[src/rtl/ascon_pkg.sv]
// Shared definitions for the Ascon core arbiter.
//   RATE_W_DEF  : default data block width in bits
//   arb_state_t : arbiter FSM state encoding
package ascon_pkg;

   localparam int RATE_W_DEF = 64;

   typedef enum logic [1:0] {
      ST_IDLE    = 2'd0,
      ST_START   = 2'd1,
      ST_RUN     = 2'd2,
      ST_RELEASE = 2'd3
   } arb_state_t;

endpackage

[src/rtl/ascon_rr_pick.sv]
// Combinational round-robin picker.
// Scans requesters starting at (last_gnt + 1) mod N_REQ and returns the first
// one found as a one-hot winner.
//   req      : per-requester request vector
//   last_gnt : index of the most recently served requester
//   winner   : one-hot winner, zero when no request is pending
//   valid    : high when any request is pending
module ascon_rr_pick
   import ascon_pkg::*;
#(
   parameter int N_REQ = 2,
   parameter int IDX_W = $clog2(N_REQ)
) (
   input  logic [N_REQ-1:0] req,
   input  logic [IDX_W-1:0] last_gnt,
   output logic [N_REQ-1:0] winner,
   output logic             valid
);

   logic [IDX_W:0]   sum;
   logic [IDX_W-1:0] idx;

   always_comb begin
      winner = '0;
      valid  = 1'b0;
      sum    = '0;
      idx    = '0;
      for (int i = 1; i <= N_REQ; i++) begin
         // last_gnt < N_REQ and i <= N_REQ, so one subtraction gives the modulo
         sum = {1'b0, last_gnt} + (IDX_W+1)'(i);
         if (sum >= (IDX_W+1)'(N_REQ)) begin
            sum = sum - (IDX_W+1)'(N_REQ);
         end
         idx = sum[IDX_W-1:0];
         if (!valid && req[idx]) begin
            winner[idx] = 1'b1;
            valid       = 1'b1;
         end
      end
   end

endmodule

[src/rtl/ascon_arb.sv]
// Arbiter sharing one Ascon core among N_REQ requesters.
//
// state      | meaning
// -----------+-----------------------------------------------------------
// ST_IDLE    | no grant; pick round-robin winner when core is ready
// ST_START   | grant held, core_start_o pulses for this one cycle
// ST_RUN     | core strobes/data routed to and from the granted requester
// ST_RELEASE | done_o pulses to the granted requester, grant drops next
//
// Ports:
//   clk_i, rst_i                     clock, synchronous active-high reset
//   req_i / gnt_o                    per-requester level request / one-hot grant
//   data_i, data_valid_i             per-requester data blocks and valids
//   data_req_o, ct_valid_o,
//   tag_valid_o, done_o              per-requester strobes (granted one only)
//   busy_o                           a grant is held
//   core_*_i / core_*_o              Ascon core side handshake and data
module ascon_arb
   import ascon_pkg::*;
#(
   parameter int N_REQ  = 2,
   parameter int RATE_W = RATE_W_DEF
) (
   input  logic                    clk_i,
   input  logic                    rst_i,
   input  logic [N_REQ-1:0]        req_i,
   output logic [N_REQ-1:0]        gnt_o,
   input  logic [N_REQ*RATE_W-1:0] data_i,
   input  logic [N_REQ-1:0]        data_valid_i,
   output logic [N_REQ-1:0]        data_req_o,
   output logic [N_REQ-1:0]        ct_valid_o,
   output logic [N_REQ-1:0]        tag_valid_o,
   output logic [N_REQ-1:0]        done_o,
   output logic                    busy_o,
   input  logic                    core_ready_i,
   input  logic                    core_data_req_i,
   input  logic                    core_ct_valid_i,
   input  logic                    core_tag_valid_i,
   output logic                    core_start_o,
   output logic                    core_data_valid_o,
   output logic [RATE_W-1:0]       core_data_o
);

   localparam int IDX_W = $clog2(N_REQ);

   arb_state_t       state_q, state_d;
   logic [N_REQ-1:0] gnt_q, gnt_d;
   logic [IDX_W-1:0] last_gnt_q, last_gnt_d;
   logic [IDX_W-1:0] gnt_idx;
   logic [N_REQ-1:0] pick_winner;
   logic             pick_valid;

   ascon_rr_pick #(
      .N_REQ (N_REQ),
      .IDX_W (IDX_W)
   ) u_pick (
      .req      (req_i),
      .last_gnt (last_gnt_q),
      .winner   (pick_winner),
      .valid    (pick_valid)
   );

   always_comb begin
      gnt_idx = '0;
      for (int k = 0; k < N_REQ; k++) begin
         if (gnt_q[k]) gnt_idx = IDX_W'(k);
      end
   end

   always_ff @(posedge clk_i) begin
      if (rst_i) begin
         state_q    <= ST_IDLE;
         gnt_q      <= '0;
         // last served = N_REQ-1 so requester 0 wins the first round
         last_gnt_q <= IDX_W'(N_REQ - 1);
      end else begin
         state_q    <= state_d;
         gnt_q      <= gnt_d;
         last_gnt_q <= last_gnt_d;
      end
   end

   always_comb begin
      state_d           = state_q;
      gnt_d             = gnt_q;
      last_gnt_d        = last_gnt_q;
      core_start_o      = 1'b0;
      core_data_valid_o = 1'b0;
      core_data_o       = '0;
      data_req_o        = '0;
      ct_valid_o        = '0;
      tag_valid_o       = '0;
      done_o            = '0;

      case (state_q)
         ST_IDLE: begin
            if (pick_valid && core_ready_i) begin
               gnt_d   = pick_winner;
               state_d = ST_START;
            end
         end
         ST_START: begin
            core_start_o = 1'b1;
            state_d      = ST_RUN;
         end
         ST_RUN: begin
            for (int k = 0; k < N_REQ; k++) begin
               if (gnt_q[k]) core_data_o = data_i[k*RATE_W +: RATE_W];
            end
            core_data_valid_o = |(data_valid_i & gnt_q);
            data_req_o        = gnt_q & {N_REQ{core_data_req_i}};
            ct_valid_o        = gnt_q & {N_REQ{core_ct_valid_i}};
            tag_valid_o       = gnt_q & {N_REQ{core_tag_valid_i}};
            if (core_tag_valid_i) state_d = ST_RELEASE;
         end
         ST_RELEASE: begin
            done_o     = gnt_q;
            gnt_d      = '0;
            last_gnt_d = gnt_idx;
            state_d    = ST_IDLE;
         end
         default: state_d = ST_IDLE;
      endcase
   end

   assign gnt_o  = gnt_q;
   assign busy_o = |gnt_q;

endmodule

[config.mk]
export PLATFORM = sky130hd
export DESIGN_NAME = ascon_arb
export DESIGN_NICKNAME = d
export VERILOG_FILES = /design/src/rtl/ascon_pkg.sv /design/src/rtl/ascon_rr_pick.sv /design/src/rtl/ascon_arb.sv
export SDC_FILE = /design/constraint.sdc
export NUM_CORES = 1
export LEC_CHECK = 0
export CAP_MARGIN = 20
export CORE_AREA = 2 2 82 84
export DETAILED_ROUTE_END_ITERATION = 16
export DIE_AREA = 0 0 84 86
export DONT_BUFFER_PORTS = 1
export SLEW_MARGIN = 15
export SYNTH_ARGS = -nofsm -noshare
export SYNTH_HDL_FRONTEND = slang
export SYNTH_SLANG_ARGS = --single-unit
[constraint.sdc]
create_clock -name clk_i -period 3.9 [get_ports clk_i]
set_input_delay 0.78 -clock clk_i [delete_from_list [all_inputs] [get_ports clk_i]]
set_output_delay 0.78 -clock clk_i [all_outputs]
set_load 0.02 [all_outputs]
# After elaboration in Yosys (flattened, before gate mapping)
# Index checks and enable logic that the tools add are counted.
# op_classes
add_sub_neg,4
order_cmp,6
n_eq_ne,5
n_mux,29
n_bitwise,5
reduce_logical,11
# op_table
op,count
64-bit 2-to-1 mux,3
2-bit 2-to-1 mux,9
1-bit 2-to-1 mux,13
2-bit AND,4
2-bit one-hot mux with 4 select lines,1
2-bit equality test (second input constant),2
2-bit >= comparator (second input constant),2
1-bit logical AND,4
1-bit by 2-bit less-than comparator with 1-bit output (second input constant),2
2-bit inequality test (second input constant),2
2-bit one-hot mux with 2 select lines,1
2-bit AND reduction,2
2-bit OR reduction,2
1-bit by 1-bit adder with 2-bit output (second input constant),1
1-bit by 2-bit adder with 2-bit output (second input constant),1
1-bit demux with 1-bit select,2
2-bit by 1-bit equality test with 1-bit output (second input constant),1
1-bit >= comparator (second input constant),2
2-bit zero test,1
2-bit bitwise OR,1
2-bit nonzero test,1
1-bit subtractor (second input constant),2
1-bit zero test,1
# word_totals
ff_bits,5
inputBits,138
out_inout_bits,77
word_cells,63

# Depth between registers and ports, before layout
# logic_depth
depth_word,12
depth_mapped,7
mapped_depth_nobuf,5

# Cells and area by module
# Synthesis repeated with hierarchy kept, for this count alone.
# unflattened
hier_cells,200
hier_area_um2,1995.7
# modules_own_cells
module,n_inst,cells_per_inst,area_each_um2,seq_area_each_um2
ascon_arb,1,196,1970.6,100.1
ascon_rr_pick,1,4,25.0,0.0

# Worst setup path before layout
# OpenSTA, ideal clock, no wires.
# synth_timing
path_type,reg2out
from,register state_q[0]
to,output core_data_o[0]
arrival_ps,1450
required_time_ps,3120
setup_slack_ps,1670
path_stages_with_launch,8
n_path_buf,3
path_cell_list,dfxtp_1 -> inv_1 -> ha_1 -> buf_6 -> and2_1 -> buf_6 -> buf_6 -> a22o_1
# synth_via
elab_chain_len,2
# synth_rtl
element,line_no,source
from (decl),ascon_arb.sv:46,"arb_state_t state_q, state_d;"
from (signal assigned),ascon_arb.sv:77,state_q <= state_d;
2-bit equality test,ascon_arb.sv:95,case (state_q)
64-bit 2-to-1 mux,ascon_arb.sv:95,
to (decl),ascon_arb.sv:41,output logic [RATE_W-1:0] core_data_o
# Every way passes these cells.

# Worst setup path in the final report
# layout_timing
from,register state_q[0]
to,output core_data_o[50]
# Same word-level chain as after synthesis.

==> run_summary.xml <==
<?xml version="1.0" encoding="UTF-8"?>
<metrics>
  <group name="floorplanning">
    <metric name="top_level_ports" unit="">215</metric>
    <metric name="chipHeight" unit="um">86</metric>
    <metric name="floorplan.core_area" unit="um2">6280</metric>
    <metric name="floorplan.die.width" unit="um">84</metric>
    <metric name="start_util" unit="">0.183</metric>
    <metric name="die_area" unit="um2">7220</metric>
    <metric name="num_rows" unit="">29</metric>
  </group>
  <group name="final_layout">
    <metric name="layout_commonest_cell" unit="">a22o_1</metric>
    <metric name="final_cell_mix" unit="">a22o_1 (65), and3_1 (5), ha_1 (5), dfxtp_1 (5), inv_1 (4)</metric>
    <metric name="area.growth.synth_to_final" unit="%">-2.07</metric>
    <metric name="n_fill_cell" unit="">704</metric>
    <metric name="nNetsFinal" unit="">259</metric>
    <metric name="post_route_cells_drive_above_1_share" unit="">0.0696</metric>
  </group>
  <group name="timing">
    <metric name="finalHoldViolations" unit="">0</metric>
    <metric name="slew_violations" unit="">0</metric>
    <metric name="max_clock_freq" unit="MHz">326</metric>
    <metric name="worst_slew_pin_slew" unit="ns">0.786</metric>
    <metric name="rsz0062_at_grt" unit="">no</metric>
    <metric name="maxSlewHeadroom" unit="">0.476</metric>
    <metric name="timing.hold.ws" unit="ns">0.497</metric>
    <metric name="timing.final.crit_share" unit="">0.787</metric>
    <metric name="setup-tns-final" unit="ns">0</metric>
    <metric name="post-route-min-period" unit="ns">3.07</metric>
    <metric name="skew" unit="ns">0.00338</metric>
    <metric name="setup_viol" unit="">0</metric>
  </group>
  <group name="synth">
    <metric name="netlist-cell-type-count" unit="">24</metric>
    <metric name="synth-seq-cells" unit="">5</metric>
    <metric name="synth_sequential_area_ratio" unit="">0.0871</metric>
    <metric name="ys_top_cells_by_area" unit="">a22o_1 (50%), buf_6 (15%), dfxtp_1 (8.7%), ha_1 (5.4%), and3_1 (2.7%)</metric>
    <metric name="synthesized_area_per_cell" unit="um2">9.12</metric>
    <metric name="yosys_warnings" unit="">0</metric>
    <metric name="synth_largest_area_cell" unit="">a22o_1</metric>
    <metric name="synthesis.area" unit="um2">1150</metric>
    <metric name="gate_count_of_the_mapped_netlist" unit="">126</metric>
    <metric name="synth_top_area_share" unit="">0.496</metric>
    <metric name="synth.net_count" unit="">269</metric>
  </group>
  <group name="setup_path">
    <metric name="worst-path-max-fanout" unit="">64</metric>
    <metric name="slowest_stage" unit="">nor2_8</metric>
    <metric name="path_cells" unit="">inv_1 -&gt; ha_1 -&gt; nand2_1 -&gt; nor2_8 -&gt; a22o_1</metric>
    <metric name="critical_path_class" unit="">reg -&gt; out</metric>
    <metric name="cp_data_required_time" unit="ns">3.12</metric>
    <metric name="crit_path_start_kind" unit="">register</metric>
    <metric name="end_kind" unit="">output pin</metric>
    <metric name="cpPeakStageDelay" unit="ns">0.64</metric>
    <metric name="worst-endpoint-arrival" unit="ns">2.29</metric>
  </group>
  <group name="placement">
    <metric name="post-dp-hpwl" unit="um">4420</metric>
    <metric name="gp_congestion" unit="">0.816</metric>
    <metric name="io_buffers" unit="">0</metric>
  </group>
  <group name="clock_tree">
    <metric name="clock_path_buffers" unit="">2</metric>
    <metric name="clock_sink_count" unit="">5</metric>
    <metric name="clock_tree_from_tritoncts" unit="">yes</metric>
    <metric name="count_of_h_tree_levels_built_during_cts" unit="">1</metric>
    <metric name="postCtsSetupRepairBufs" unit="">0</metric>
    <metric name="cts_repair_resize_count" unit="">0</metric>
    <metric name="cts-hold-fix-buffers" unit="">0</metric>
    <metric name="clockRootBuffer" unit="">clkbuf_8</metric>
    <metric name="cts_made_buffers" unit="">3</metric>
    <metric name="clkLatencyLatePin" unit="ns">0.23</metric>
    <metric name="worst_setup_hold_path_clk_slew" unit="ns">0.04</metric>
  </group>
  <group name="global_route">
    <metric name="pin_count_of_the_biggest_net_entering_global_routing" unit="">65</metric>
    <metric name="global_route_wire_length_before_repair" unit="um">6290</metric>
    <metric name="via_count_of_the_first_global_routing_pass" unit="">1067</metric>
    <metric name="grt.total_usage" unit="">0.116</metric>
    <metric name="antenna_violations_before_repair" unit="">3</metric>
    <metric name="gr-total-overflow" unit="">0</metric>
  </group>
  <group name="power_and_ir_drop">
    <metric name="switchingPower" unit="uW">306</metric>
    <metric name="internal_power" unit="uW">257</metric>
    <metric name="switching_share" unit="">0.543</metric>
    <metric name="pwr_density_cell" unit="nW/um2">501</metric>
    <metric name="comb_power_share" unit="">0.625</metric>
    <metric name="irDropWorstVdd" unit="V">0.000237</metric>
    <metric name="power.clock.fraction" unit="">0.177</metric>
    <metric name="share_seq_of_total_power" unit="">0.198</metric>
    <metric name="power_leakage" unit="nW">0.438</metric>
  </group>
  <group name="routing">
    <metric name="drt-wirelength-per-cell" unit="um">26.4</metric>
    <metric name="residual_antenna_violating_net_count_after_detailed_routing" unit="">0</metric>
    <metric name="vias" unit="">1170</metric>
    <metric name="detail_route.wirelength" unit="um">5090</metric>
    <metric name="route.detailed.vias_per_inst" unit="">6.06</metric>
    <metric name="firstDrtPassIters" unit="">4</metric>
    <metric name="drc_errors" unit="">0</metric>
    <metric name="detailedRoute.firstIterationViolations" unit="">40</metric>
  </group>
  <group name="worst_hold_path">
    <metric name="timing.hold.worst.class" unit="">reg -&gt; reg</metric>
  </group>
  <group name="status">
    <metric name="status" unit="">finished clean</metric>
  </group>
  <group name="job">
    <metric name="drv.max_cap_violation_count" unit="">0</metric>
  </group>
</metrics>
-- per-stage QoR --
step	cells	worst slack [ns]	total power, mW	util	area (um2)
finish	193	0.832	0.563	0.179	1120
global route	192	0.688	0.594	0.179	1120
CTS	192	0.820	0.569	0.179	1120
detailed placement	188	1.06	0.466	0.172	1080
global placement	188	1.20	0.457	0.172	1080
floorplan	126	1.67	0.454	-	1150
-- flip-flops by register name (all words and copies together), names as in the netlist --
register    cells
gnt_o           2
last_gnt_q      1
state_q         2
-- layout make-up --
type                       count  area (um2)  share of cell area
antenna                        1        2.50             0.00222
clock buffer                   4        45.0              0.0400
inverter                       4        15.0              0.0133
multi-input combinational    101         858               0.763
sequential                     5         100              0.0890
tap                           77        96.3              0.0857
timing repair buffer           1        7.51             0.00667
-- power by group through the flow --
stage	logic (mW)	clock network [mW]	registers, mW
floorplan	0.362	0	0.0918
global placement	0.345	0	0.112
detailed placement	0.353	0	0.113
CTS	0.355	0.102	0.112
global route	0.374	0.105	0.115
finish	0.352	0.0998	0.112
-- final timing paths --
kind	slack [ns]	cells after the start	end	startpoint
setup / recovery	0.83	5	core_data_o[50]	state_q[0]$_SDFFE_PP0P_
hold / removal	0.50	1	last_gnt_q$_SDFFE_PP1P_	last_gnt_q$_SDFFE_PP1P_
setup reg to reg	2.54	4	state_q[0]$_SDFFE_PP0P_	state_q[0]$_SDFFE_PP0P_
hold reg to reg	0.50	1	last_gnt_q$_SDFFE_PP1P_	last_gnt_q$_SDFFE_PP1P_
-- cell usage after synthesis --
| cell type | n |
|---|---|
| ha_1 | 5 |
| nand2b_1 | 2 |
| a311oi_1 | 2 |
| a22o_1 | 65 |
| o21ai_0 | 1 |
| or2_2 | 1 |
| inv_1 | 4 |
| a211o_1 | 1 |
| nand4_1 | 1 |
| nand3_1 | 1 |
| and2_1 | 3 |
| a22oi_1 | 1 |
| o221a_2 | 1 |
| dfxtp_1 | 5 |
| o211a_1 | 1 |
| buf_6 | 15 |
| and3_1 | 5 |
| nor2_1 | 1 |
| mux2i_1 | 2 |
| nand2_1 | 2 |
| nor2_8 | 1 |
| nor2b_1 | 3 |
| a211oi_1 | 2 |
| buf_4 | 1 |
-- worst max-delay path, delay by kind of cell, from the launching register on --
family | cells | cell delay [ns]
simple gates | 2 | 0.85
flops | 1 | 0.32
buf+inv | 1 | 0.12
compound gates | 1 | 0.40
fa+ha+maj | 1 | 0.33
-- cell families after synthesis --
family / share of synthesized area
compound gates: 0.561
buf+inv: 0.167
simple gates: 0.113
fa+ha+maj: 0.0545
flops: 0.0871
mux: 0.0174
-- per-layer routing --
layer	track usage	wire (um)
met1	0.137	1900
met2	0.182	2410
met3	0.0645	694
met4	0.0323	61
met5	0	23
No activity file was read; power rests on OpenSTA's default activity.
